File: src/rtl/seg_scan_ctrl_pkg.sv
// Shared definitions for the five-digit segment scan controller.
package seg_scan_ctrl_pkg;

   typedef enum logic [1:0] {
      IDLE = 2'd0,
      LOAD = 2'd1,
      SHOW = 2'd2,
      BLNK = 2'd3
   } state_e;

   localparam int unsigned DWELL_DEFAULT = 16;
   localparam int unsigned BLANK_DEFAULT = 2;
   localparam logic [7:0]  BLANK_CODE    = 8'h00;

   // One-hot digit enable for digit index 0..4; out-of-range gives no digit.
   function automatic logic [4:0] onehot5(input logic [2:0] idx);
      logic [4:0] oh;
      oh = 5'b00000;
      unique case (idx)
         3'd0:    oh = 5'b00001;
         3'd1:    oh = 5'b00010;
         3'd2:    oh = 5'b00100;
         3'd3:    oh = 5'b01000;
         3'd4:    oh = 5'b10000;
         default: oh = 5'b00000;
      endcase
      return oh;
   endfunction

endpackage

File: src/rtl/scan_slot_timer.sv
// Up-counting slot timer shared by the SHOW and BLNK slots.
// load_i restarts the count at 0; last_o flags the final cycle of a slot of len_i cycles.
module scan_slot_timer (
   input  logic       ck,
   input  logic       rs,
   input  logic       load_i,
   input  logic [7:0] len_i,
   output logic [7:0] t_next_o,
   output logic       last_o
);

   logic [7:0] t_q, t_d;

   // Next count: restart on load, otherwise advance.
   always_comb begin
      t_d = load_i ? 8'd0 : t_q + 8'd1;
   end

   // Count register with synchronous reset.
   always_ff @(posedge ck) begin
      if (rs) t_q <= 8'd0;
      else    t_q <= t_d;
   end

   assign t_next_o = t_d;
   assign last_o   = (t_q == len_i - 8'd1);

endmodule

File: src/rtl/seg_scan_ctrl.sv
// Time-multiplexes five 8-bit segment codes onto one bus with per-frame brightness (PWM on-time).
// Outputs are decoded from next-state values and registered, so they line up with the state.
module seg_scan_ctrl
   import seg_scan_ctrl_pkg::*;
#(
   parameter int unsigned DWELL = DWELL_DEFAULT,
   parameter int unsigned BLANK = BLANK_DEFAULT
) (
   input  logic       ck,
   input  logic       rs,
   input  logic       en,
   input  logic [2:0] bright,
   input  logic [7:0] A,
   input  logic [7:0] B,
   input  logic [7:0] C,
   input  logic [7:0] D,
   input  logic [7:0] E,
   output logic [7:0] seg,
   output logic [4:0] dig,
   output logic       frame
);

   localparam logic [7:0] DwellLen = 8'(DWELL);
   localparam logic [7:0] BlankLen = 8'(BLANK);

   state_e          state_q, state_d;
   logic [2:0]      idx_q, idx_d;
   logic [4:0][7:0] sh_q, sh_d;
   logic [2:0]      bright_q, bright_d;

   logic       tmr_load;
   logic [7:0] tmr_len;
   logic [7:0] t_next;
   logic       tmr_last;

   logic [10:0] on_d;
   logic [7:0]  cur_code;
   logic        lit;
   logic [7:0]  seg_d;
   logic [4:0]  dig_d;
   logic        frame_d;

   scan_slot_timer u_slot_timer (
      .ck       (ck),
      .rs       (rs),
      .load_i   (tmr_load),
      .len_i    (tmr_len),
      .t_next_o (t_next),
      .last_o   (tmr_last)
   );

   // Scan FSM next-state, shadow snapshot and timer control.
   always_comb begin
      state_d  = state_q;
      idx_d    = idx_q;
      sh_d     = sh_q;
      bright_d = bright_q;
      tmr_load = 1'b0;
      tmr_len  = (state_q == SHOW) ? DwellLen : BlankLen;
      case (state_q)
         IDLE: begin
            tmr_load = 1'b1;
            if (en) state_d = LOAD;
         end
         LOAD: begin
            tmr_load = 1'b1;
            state_d  = SHOW;
            idx_d    = 3'd0;
            sh_d     = {E, D, C, B, A};
            bright_d = bright;
         end
         SHOW: begin
            if (tmr_last) begin
               tmr_load = 1'b1;
               state_d  = BLNK;
            end
         end
         BLNK: begin
            if (tmr_last) begin
               tmr_load = 1'b1;
               if (idx_q < 3'd4) begin
                  state_d = SHOW;
                  idx_d   = idx_q + 3'd1;
               end else if (en) begin
                  state_d = LOAD;
               end else begin
                  state_d = IDLE;
               end
            end
         end
         default: state_d = IDLE;
      endcase
   end

   // Output decode from the upcoming state: inline 5:1 mux, one-hot enable and PWM gate.
   always_comb begin
      on_d = ((11'(bright_d) + 11'd1) * 11'(DWELL)) >> 3;
      case (idx_d)
         3'd0:    cur_code = sh_d[0];
         3'd1:    cur_code = sh_d[1];
         3'd2:    cur_code = sh_d[2];
         3'd3:    cur_code = sh_d[3];
         3'd4:    cur_code = sh_d[4];
         default: cur_code = BLANK_CODE;
      endcase
      lit     = (state_d == SHOW) && ({3'b000, t_next} < on_d);
      dig_d   = lit ? onehot5(idx_d) : 5'b00000;
      seg_d   = lit ? cur_code : BLANK_CODE;
      frame_d = (state_d == BLNK) && (idx_d == 3'd4) && (t_next == BlankLen - 8'd1);
   end

   // State, shadow and output registers; reset overrides everything, including en.
   always_ff @(posedge ck) begin
      if (rs) begin
         state_q  <= IDLE;
         idx_q    <= 3'd0;
         sh_q     <= {5{BLANK_CODE}};
         bright_q <= 3'd0;
         seg      <= BLANK_CODE;
         dig      <= 5'b00000;
         frame    <= 1'b0;
      end else begin
         state_q  <= state_d;
         idx_q    <= idx_d;
         sh_q     <= sh_d;
         bright_q <= bright_d;
         seg      <= seg_d;
         dig      <= dig_d;
         frame    <= frame_d;
      end
   end

endmodule

File: config.mk
export PLATFORM = sky130hd
export DESIGN_NAME = seg_scan_ctrl
export DESIGN_NICKNAME = d
export VERILOG_FILES = /design/src/rtl/seg_scan_ctrl_pkg.sv /design/src/rtl/scan_slot_timer.sv /design/src/rtl/seg_scan_ctrl.sv
export SDC_FILE = /design/constraint.sdc
export NUM_CORES = 1
export LEC_CHECK = 0
export ABC_AREA = 1
export BUFFER_PORTS_ARGS = -buffer_cell sky130_fd_sc_hd__buf_2
export CAP_MARGIN = 20
export CORE_MARGIN = 5
export CORE_UTILIZATION = 54
export CTS_BUF_LIST = sky130_fd_sc_hd__clkbuf_2 sky130_fd_sc_hd__clkbuf_4 sky130_fd_sc_hd__clkbuf_8
export CTS_CLUSTER_SIZE = 14
export DETAILED_ROUTE_END_ITERATION = 8
export PLACE_DENSITY_LB_ADDON = 0.2
export REMOVE_ABC_BUFFERS = 1
export SYNTH_ARGS = -nofsm -noshare
export SYNTH_HDL_FRONTEND = slang
export SYNTH_HIERARCHICAL = 1
export SYNTH_SLANG_ARGS = --single-unit
export TNS_END_PERCENT = 1
File: constraint.sdc
create_clock -name ck -period 4.2 [get_ports ck]
set_input_delay 0 -clock ck [delete_from_list [all_inputs] [get_ports ck]]
set_output_delay 0 -clock ck [all_outputs]
set_load 0.03 [all_outputs]
==> impl_results.html <==
<table>
<tr><th>Metric</th><th>Value</th></tr>
<tr><th colspan="2">Setup path</th></tr>
<tr><td>Required @ worst endpoint</td><td>4.48 ns</td></tr>
<tr><td>Category of cells accounting for the largest share of critical-path delay</td><td>simple AND/OR/NAND/NOR gates</td></tr>
<tr><td>R2R cell count</td><td>24</td></tr>
<tr><td>CP cell instances</td><td>inv_2 -&gt; nor2_1 -&gt; inv_1 -&gt; inv_1 -&gt; ha_1 -&gt; nand2_1 -&gt; nor2_1 -&gt; nand2_1 -&gt; nand2_1 -&gt; nand2_1 -&gt; inv_1 -&gt; nand3_1 -&gt; nor2_1 -&gt; buf_4 -&gt; or2_4 -&gt; inv_1 -&gt; nand2_1 -&gt; nor2_1 -&gt; nor2_1 -&gt; nand2_1 -&gt; or2_2 -&gt; nor3_4 -&gt; nand2_2 -&gt; nor2_1</td></tr>
<tr><td>Capturing point of the worst reg2reg path</td><td>seg[0]</td></tr>
<tr><td>Critical path arrival</td><td>3.95 ns</td></tr>
<tr><td>Buffer and inverter count on the worst path</td><td>6</td></tr>
<tr><td>CP Max Fanout</td><td>14</td></tr>
<tr><td>Sort of element at the end of the critical path</td><td>flip-flop</td></tr>
<tr><td>Worst setup slack for register-to-register paths</td><td>0.53 ns</td></tr>
<tr><td>Slowest cell on the critical path</td><td>sky130_fd_sc_hd__dfxtp_1</td></tr>
<tr><td>Launch instance of the worst register-to-register path</td><td>state_q[1]</td></tr>
<tr><td>Critical path launch point type</td><td>flip-flop</td></tr>
<tr><td>Critical setup path kind</td><td>reg -&gt; reg</td></tr>
<tr><td>Delay of the slowest cell on the worst path</td><td>0.49 ns</td></tr>
<tr><th colspan="2">GRT</th></tr>
<tr><td>Combined global-route utilization of all metal layers</td><td>0.216</td></tr>
<tr><td>Antenna violations before repair</td><td>0</td></tr>
<tr><td>Maximum number of pins on one net before global-route repair</td><td>48</td></tr>
<tr><td>Wire length of the first global-routing pass</td><td>15300 µm</td></tr>
<tr><td>Residual overflow from global routing</td><td>0</td></tr>
<tr><td>Number of global-route vias before repair</td><td>3481</td></tr>
<tr><th colspan="2">Route</th></tr>
<tr><td>Residual DRC</td><td>0</td></tr>
<tr><td>Wire per inst</td><td>12.3 µm</td></tr>
<tr><td>Vias</td><td>3766</td></tr>
<tr><td>Total iterations of the first detailed-routing run</td><td>4</td></tr>
<tr><td>Met2 wire len</td><td>4570 µm</td></tr>
<tr><td>Detailed-routed wire length on met3</td><td>389 µm</td></tr>
<tr><td>M1 WL</td><td>4160 µm</td></tr>
<tr><td>Wire length reported by the detailed router</td><td>9280 µm</td></tr>
<tr><td>Topmost layer with routed signal wires</td><td>met4</td></tr>
<tr><td>Number of nets still failing antenna checks after routing</td><td>0</td></tr>
<tr><td>Number of vias per cell after detailed routing</td><td>4.99</td></tr>
<tr><td>DRT iter0 DRCs</td><td>183</td></tr>
<tr><th colspan="2">Clocking</th></tr>
<tr><td>Post-cts sizing count</td><td>0</td></tr>
<tr><td>Clock root cell</td><td>sky130_fd_sc_hd__clkbuf_8</td></tr>
<tr><td>Number of H-tree levels</td><td>3</td></tr>
<tr><td>Clock buffer count from CTS</td><td>9</td></tr>
<tr><td>Number of buffers on the longest clock path</td><td>2</td></tr>
<tr><td>Clock latency on the worst-skew pair</td><td>0.35 ns</td></tr>
<tr><td>Clock transition at the registers of the reported paths</td><td>0.08 ns</td></tr>
<tr><td>CTS tree</td><td>yes</td></tr>
<tr><td>Clk sinks</td><td>70</td></tr>
<tr><th colspan="2">Placement</th></tr>
<tr><td>Port Buffers</td><td>59</td></tr>
<tr><td>Last weighted congestion value of the routability-driven placer</td><td>0.874</td></tr>
<tr><td>HPWL reported at the end of detailed placement</td><td>5920 µm</td></tr>
<tr><td>Placed cell areas</td><td>0.00407 mm²</td></tr>
<tr><th colspan="2">Synth</th></tr>
<tr><td>Most common library cells after synthesis</td><td>sky130_fd_sc_hd__nand2_1 (182), sky130_fd_sc_hd__dfxtp_1 (70), sky130_fd_sc_hd__nor2_1 (48), sky130_fd_sc_hd__inv_1 (43), sky130_fd_sc_hd__a21oi_1 (41)</td></tr>
<tr><td>FFs w/ async S/R, synth</td><td>0</td></tr>
<tr><td>Synth warnings</td><td>6</td></tr>
<tr><td>Count of flip-flops with a built-in enable after synthesis</td><td>0</td></tr>
<tr><td>Avg Synthesized Cell Area</td><td>6.78 µm²</td></tr>
<tr><td>Synthesized flop and latch total</td><td>70</td></tr>
<tr><td>Synth top area cells</td><td>sky130_fd_sc_hd__dfxtp_1 (37%), sky130_fd_sc_hd__nand2_1 (18%), sky130_fd_sc_hd__nand4_1 (6.3%)</td></tr>
<tr><td>Number of library cell types mapped by synthesis</td><td>35</td></tr>
<tr><td>Most frequent cell after synthesis</td><td>sky130_fd_sc_hd__nand2_1</td></tr>
<tr><td>Synthesized cell area</td><td>0.00376 mm²</td></tr>
<tr><td>Area share of the largest cell type after synthesis</td><td>0.372</td></tr>
<tr><td>Largest area contributor in the netlist</td><td>sky130_fd_sc_hd__dfxtp_1</td></tr>
<tr><td>Synthesized instance count</td><td>555</td></tr>
<tr><td>Main synth FF type</td><td>sky130_fd_sc_hd__dfxtp_1</td></tr>
<tr><td>Sequential fraction of the synthesis area</td><td>0.372</td></tr>
<tr><th colspan="2">Floorplanning</th></tr>
<tr><td>Die span in x</td><td>93.5 µm</td></tr>
<tr><td>DIE AREA</td><td>0.00874 mm²</td></tr>
<tr><td>Area of the placeable core</td><td>0.00679 mm²</td></tr>
<tr><td>Initial Util</td><td>0.554</td></tr>
<tr><td>Die span in y</td><td>93.5 µm</td></tr>
<tr><td>Number of I/O pins</td><td>60</td></tr>
<tr><td>Row count</td><td>30</td></tr>
<tr><th colspan="2">Cells and area</th></tr>
<tr><td>Post-layout net count</td><td>706</td></tr>
<tr><td>Fraction of layout cells with a size suffix above 1</td><td>0.172</td></tr>
<tr><td>ANT cells</td><td>0</td></tr>
<tr><td>Utilization after layout</td><td>0.685</td></tr>
<tr><td>FILL cells</td><td>589</td></tr>
<tr><td>Post-layout instance area</td><td>0.00465 mm²</td></tr>
<tr><td>Growth of design area from synthesis to finish</td><td>23.6%</td></tr>
<tr><th colspan="2">STA</th></tr>
<tr><td>Relative slew margins</td><td>0.520</td></tr>
<tr><td>Worst-case clock skew</td><td>0.0149 ns</td></tr>
<tr><td>Count of final setup violators</td><td>0</td></tr>
<tr><td>Share of the cycle needed by the critical path after routing</td><td>0.873</td></tr>
<tr><td>Final Slew Violations</td><td>0</td></tr>
<tr><td>Setup TNS after final layout</td><td>0 ns</td></tr>
<tr><td>Top achievable clock speed</td><td>273 MHz</td></tr>
<tr><td>Tmin final</td><td>3.67 ns</td></tr>
<tr><td>RSZ-0062 raised after global routing</td><td>no</td></tr>
<tr><td>Number of failing hold endpoints at the final stage</td><td>0</td></tr>
<tr><td>Actual slew at the worst max-slew pin</td><td>0.718 ns</td></tr>
<tr><th colspan="2">Min path</th></tr>
<tr><td>Hold depth</td><td>4</td></tr>
<tr><td>Source of the worst hold timing path</td><td>E[0]</td></tr>
<tr><td>Worst hold path class</td><td>in -&gt; reg</td></tr>
<tr><td>Hold Path End</td><td>sh_q[32]</td></tr>
<tr><th colspan="2">Pwr</th></tr>
<tr><td>Clock network power share</td><td>0.351</td></tr>
<tr><td>Gate power share</td><td>0.196</td></tr>
<tr><td>Share of total power consumed by net switching</td><td>0.298</td></tr>
<tr><td>Total power density per cell area</td><td>341 mW/mm²</td></tr>
<tr><td>Maximum VDD drop</td><td>281 µV</td></tr>
<tr><td>Total leakage power</td><td>2.25 nW</td></tr>
<tr><td>Register share of total power</td><td>0.453</td></tr>
<tr><td>Pwr Total</td><td>1.58 mW</td></tr>
<tr><td>Net switching component of the power</td><td>472 µW</td></tr>
<tr><td>Internal power</td><td>1.11 mW</td></tr>
<tr><th colspan="2">Status</th></tr>
<tr><td>Outcome</td><td>finished, final reports clean</td></tr>
<tr><th colspan="2">Run</th></tr>
<tr><td>MaxCap Viol Count</td><td>0</td></tr>
</table>
-- cells by family (layout without fill, tap and decap cells) --
group                      Yosys count  after routing  share of synthesized area
AOI/OAI and AO/OA                   51             51                     0.0705
xor gates and xnor gates             3              3                    0.00698
adders and majority gates            7              7                     0.0233
buffers and inverters               79            166                      0.104
DFF                                 70             70                      0.372
other                                1             17                   0.000996
and+or+nand+nor                    344            344                      0.422
-- power by group through the flow --
stage	registers (mW)	clock network, mW	logic [mW]
floorplan	0.736	0	0.195
global placement	0.733	0	0.273
detailed placement	0.733	0	0.280
CTS	0.718	0.562	0.310
global route	0.722	0.594	0.353
finish	0.718	0.556	0.311
-- registers in the layout, indices dropped and copies added, names as in the netlist --
signal	cells
state_q	2
idx_q	3
dig	5
u_slot_timer/t_q	8
sh_q	40
bright_q	3
seg	8
frame	1
-- layout by cell type (no fill, tap or decap) --
cell | netlist | final
sky130_fd_sc_hd__nor3_4 | 1 | 1
sky130_fd_sc_hd__nand3b_1 | 1 | 1
sky130_fd_sc_hd__xor2_1 | 1 | 1
sky130_fd_sc_hd__o21a_1 | 4 | 4
sky130_fd_sc_hd__or2_2 | 6 | 6
sky130_fd_sc_hd__nand4_1 | 38 | 38
sky130_fd_sc_hd__inv_2 | 4 | 4
sky130_fd_sc_hd__clkbuf_8 | 0 | 9
sky130_fd_sc_hd__conb_1 | 1 | 17
sky130_fd_sc_hd__nand2_4 | 1 | 1
sky130_fd_sc_hd__nor2_8 | 1 | 1
sky130_fd_sc_hd__buf_4 | 6 | 5
sky130_fd_sc_hd__nor3_1 | 8 | 8
sky130_fd_sc_hd__a21oi_1 | 41 | 41
sky130_fd_sc_hd__clkinv_4 | 0 | 2
sky130_fd_sc_hd__clkinv_2 | 0 | 1
sky130_fd_sc_hd__nand3_2 | 4 | 4
sky130_fd_sc_hd__nand2_1 | 182 | 182
sky130_fd_sc_hd__nor3_2 | 1 | 1
sky130_fd_sc_hd__nor2_1 | 48 | 48
sky130_fd_sc_hd__xnor2_1 | 2 | 2
sky130_fd_sc_hd__nor4_1 | 4 | 4
sky130_fd_sc_hd__dlygate4sd3_1 | 0 | 38
sky130_fd_sc_hd__or2_4 | 1 | 1
sky130_fd_sc_hd__inv_6 | 0 | 2
sky130_fd_sc_hd__ha_1 | 7 | 7
sky130_fd_sc_hd__inv_1 | 43 | 43
sky130_fd_sc_hd__o21ai_0 | 4 | 4
sky130_fd_sc_hd__dfxtp_1 | 70 | 70
sky130_fd_sc_hd__nor2_2 | 7 | 7
sky130_fd_sc_hd__bufinv_16 | 0 | 1
sky130_fd_sc_hd__o21ai_1 | 2 | 2
sky130_fd_sc_hd__buf_2 | 10 | 59
sky130_fd_sc_hd__nand2_2 | 3 | 3
sky130_fd_sc_hd__clkbuf_4 | 0 | 1
sky130_fd_sc_hd__nor2_4 | 3 | 3
sky130_fd_sc_hd__inv_4 | 1 | 1
sky130_fd_sc_hd__nand3_1 | 35 | 35
-- cell type report --
class,count,area [µm²],area share
clock buffers,10,131,0.0282
multi-input cells,422,2030,0.437
well taps,96,120,0.0258
repair buffers,102,713,0.153
clock inverters,6,70.1,0.0151
inverters,48,183,0.0393
flip-flops and latches,70,1400,0.301
-- through the flow --
stage                     worst slack [ns]  hold slack [ns]  instances
after floorplan                      0.868           0.0691        540
after global placement               0.792            0.279        700
after detailed placement             0.613            0.283        700
after CTS                            0.564           0.0201        754
after global routing                0.0981           0.0508        754
final                                0.531           0.0259        754
-- metal layers --
| metal | track usage | vias to the layer above |
|---|---|---|
| met5 | 0 | - |
| met4 | 0.0818 | 0 |
| met3 | 0.0306 | 13 |
| met2 | 0.363 | 83 |
| met1 | 0.279 | 1699 |
| li1 | - | 1971 |
-- worst max path at each step --
stage                from     end  slack (ns)  cells after the start
2_1_floorplan  state_q[1]  seg[5]        0.87                     22
3_3_place_gp   state_q[1]  seg[5]        0.79                     24
3_5_place_dp   state_q[1]  seg[0]        0.61                     24
4_1_cts        state_q[1]  seg[0]        0.56                     24
5_1_grt        state_q[1]  seg[0]         0.1                     24
6_report       state_q[1]  seg[0]        0.53                     24
-- tightest hold or removal path, stage by stage --
cell	delay (ns)
sky130_fd_sc_hd__buf_2	0.08
sky130_fd_sc_hd__o21a_1	0.13
sky130_fd_sc_hd__inv_1	0.04
sky130_fd_sc_hd__nor2_1	0.07
-- repair_timing --
action | in CTS | in global routing
setup endpoints to repair | 0 | 0
hold endpoints to repair | 38 | 0
hold buffers | 38 | 0
buffers inserted | 0 | 0
Note: power is estimated with default switching activity, not from simulation.
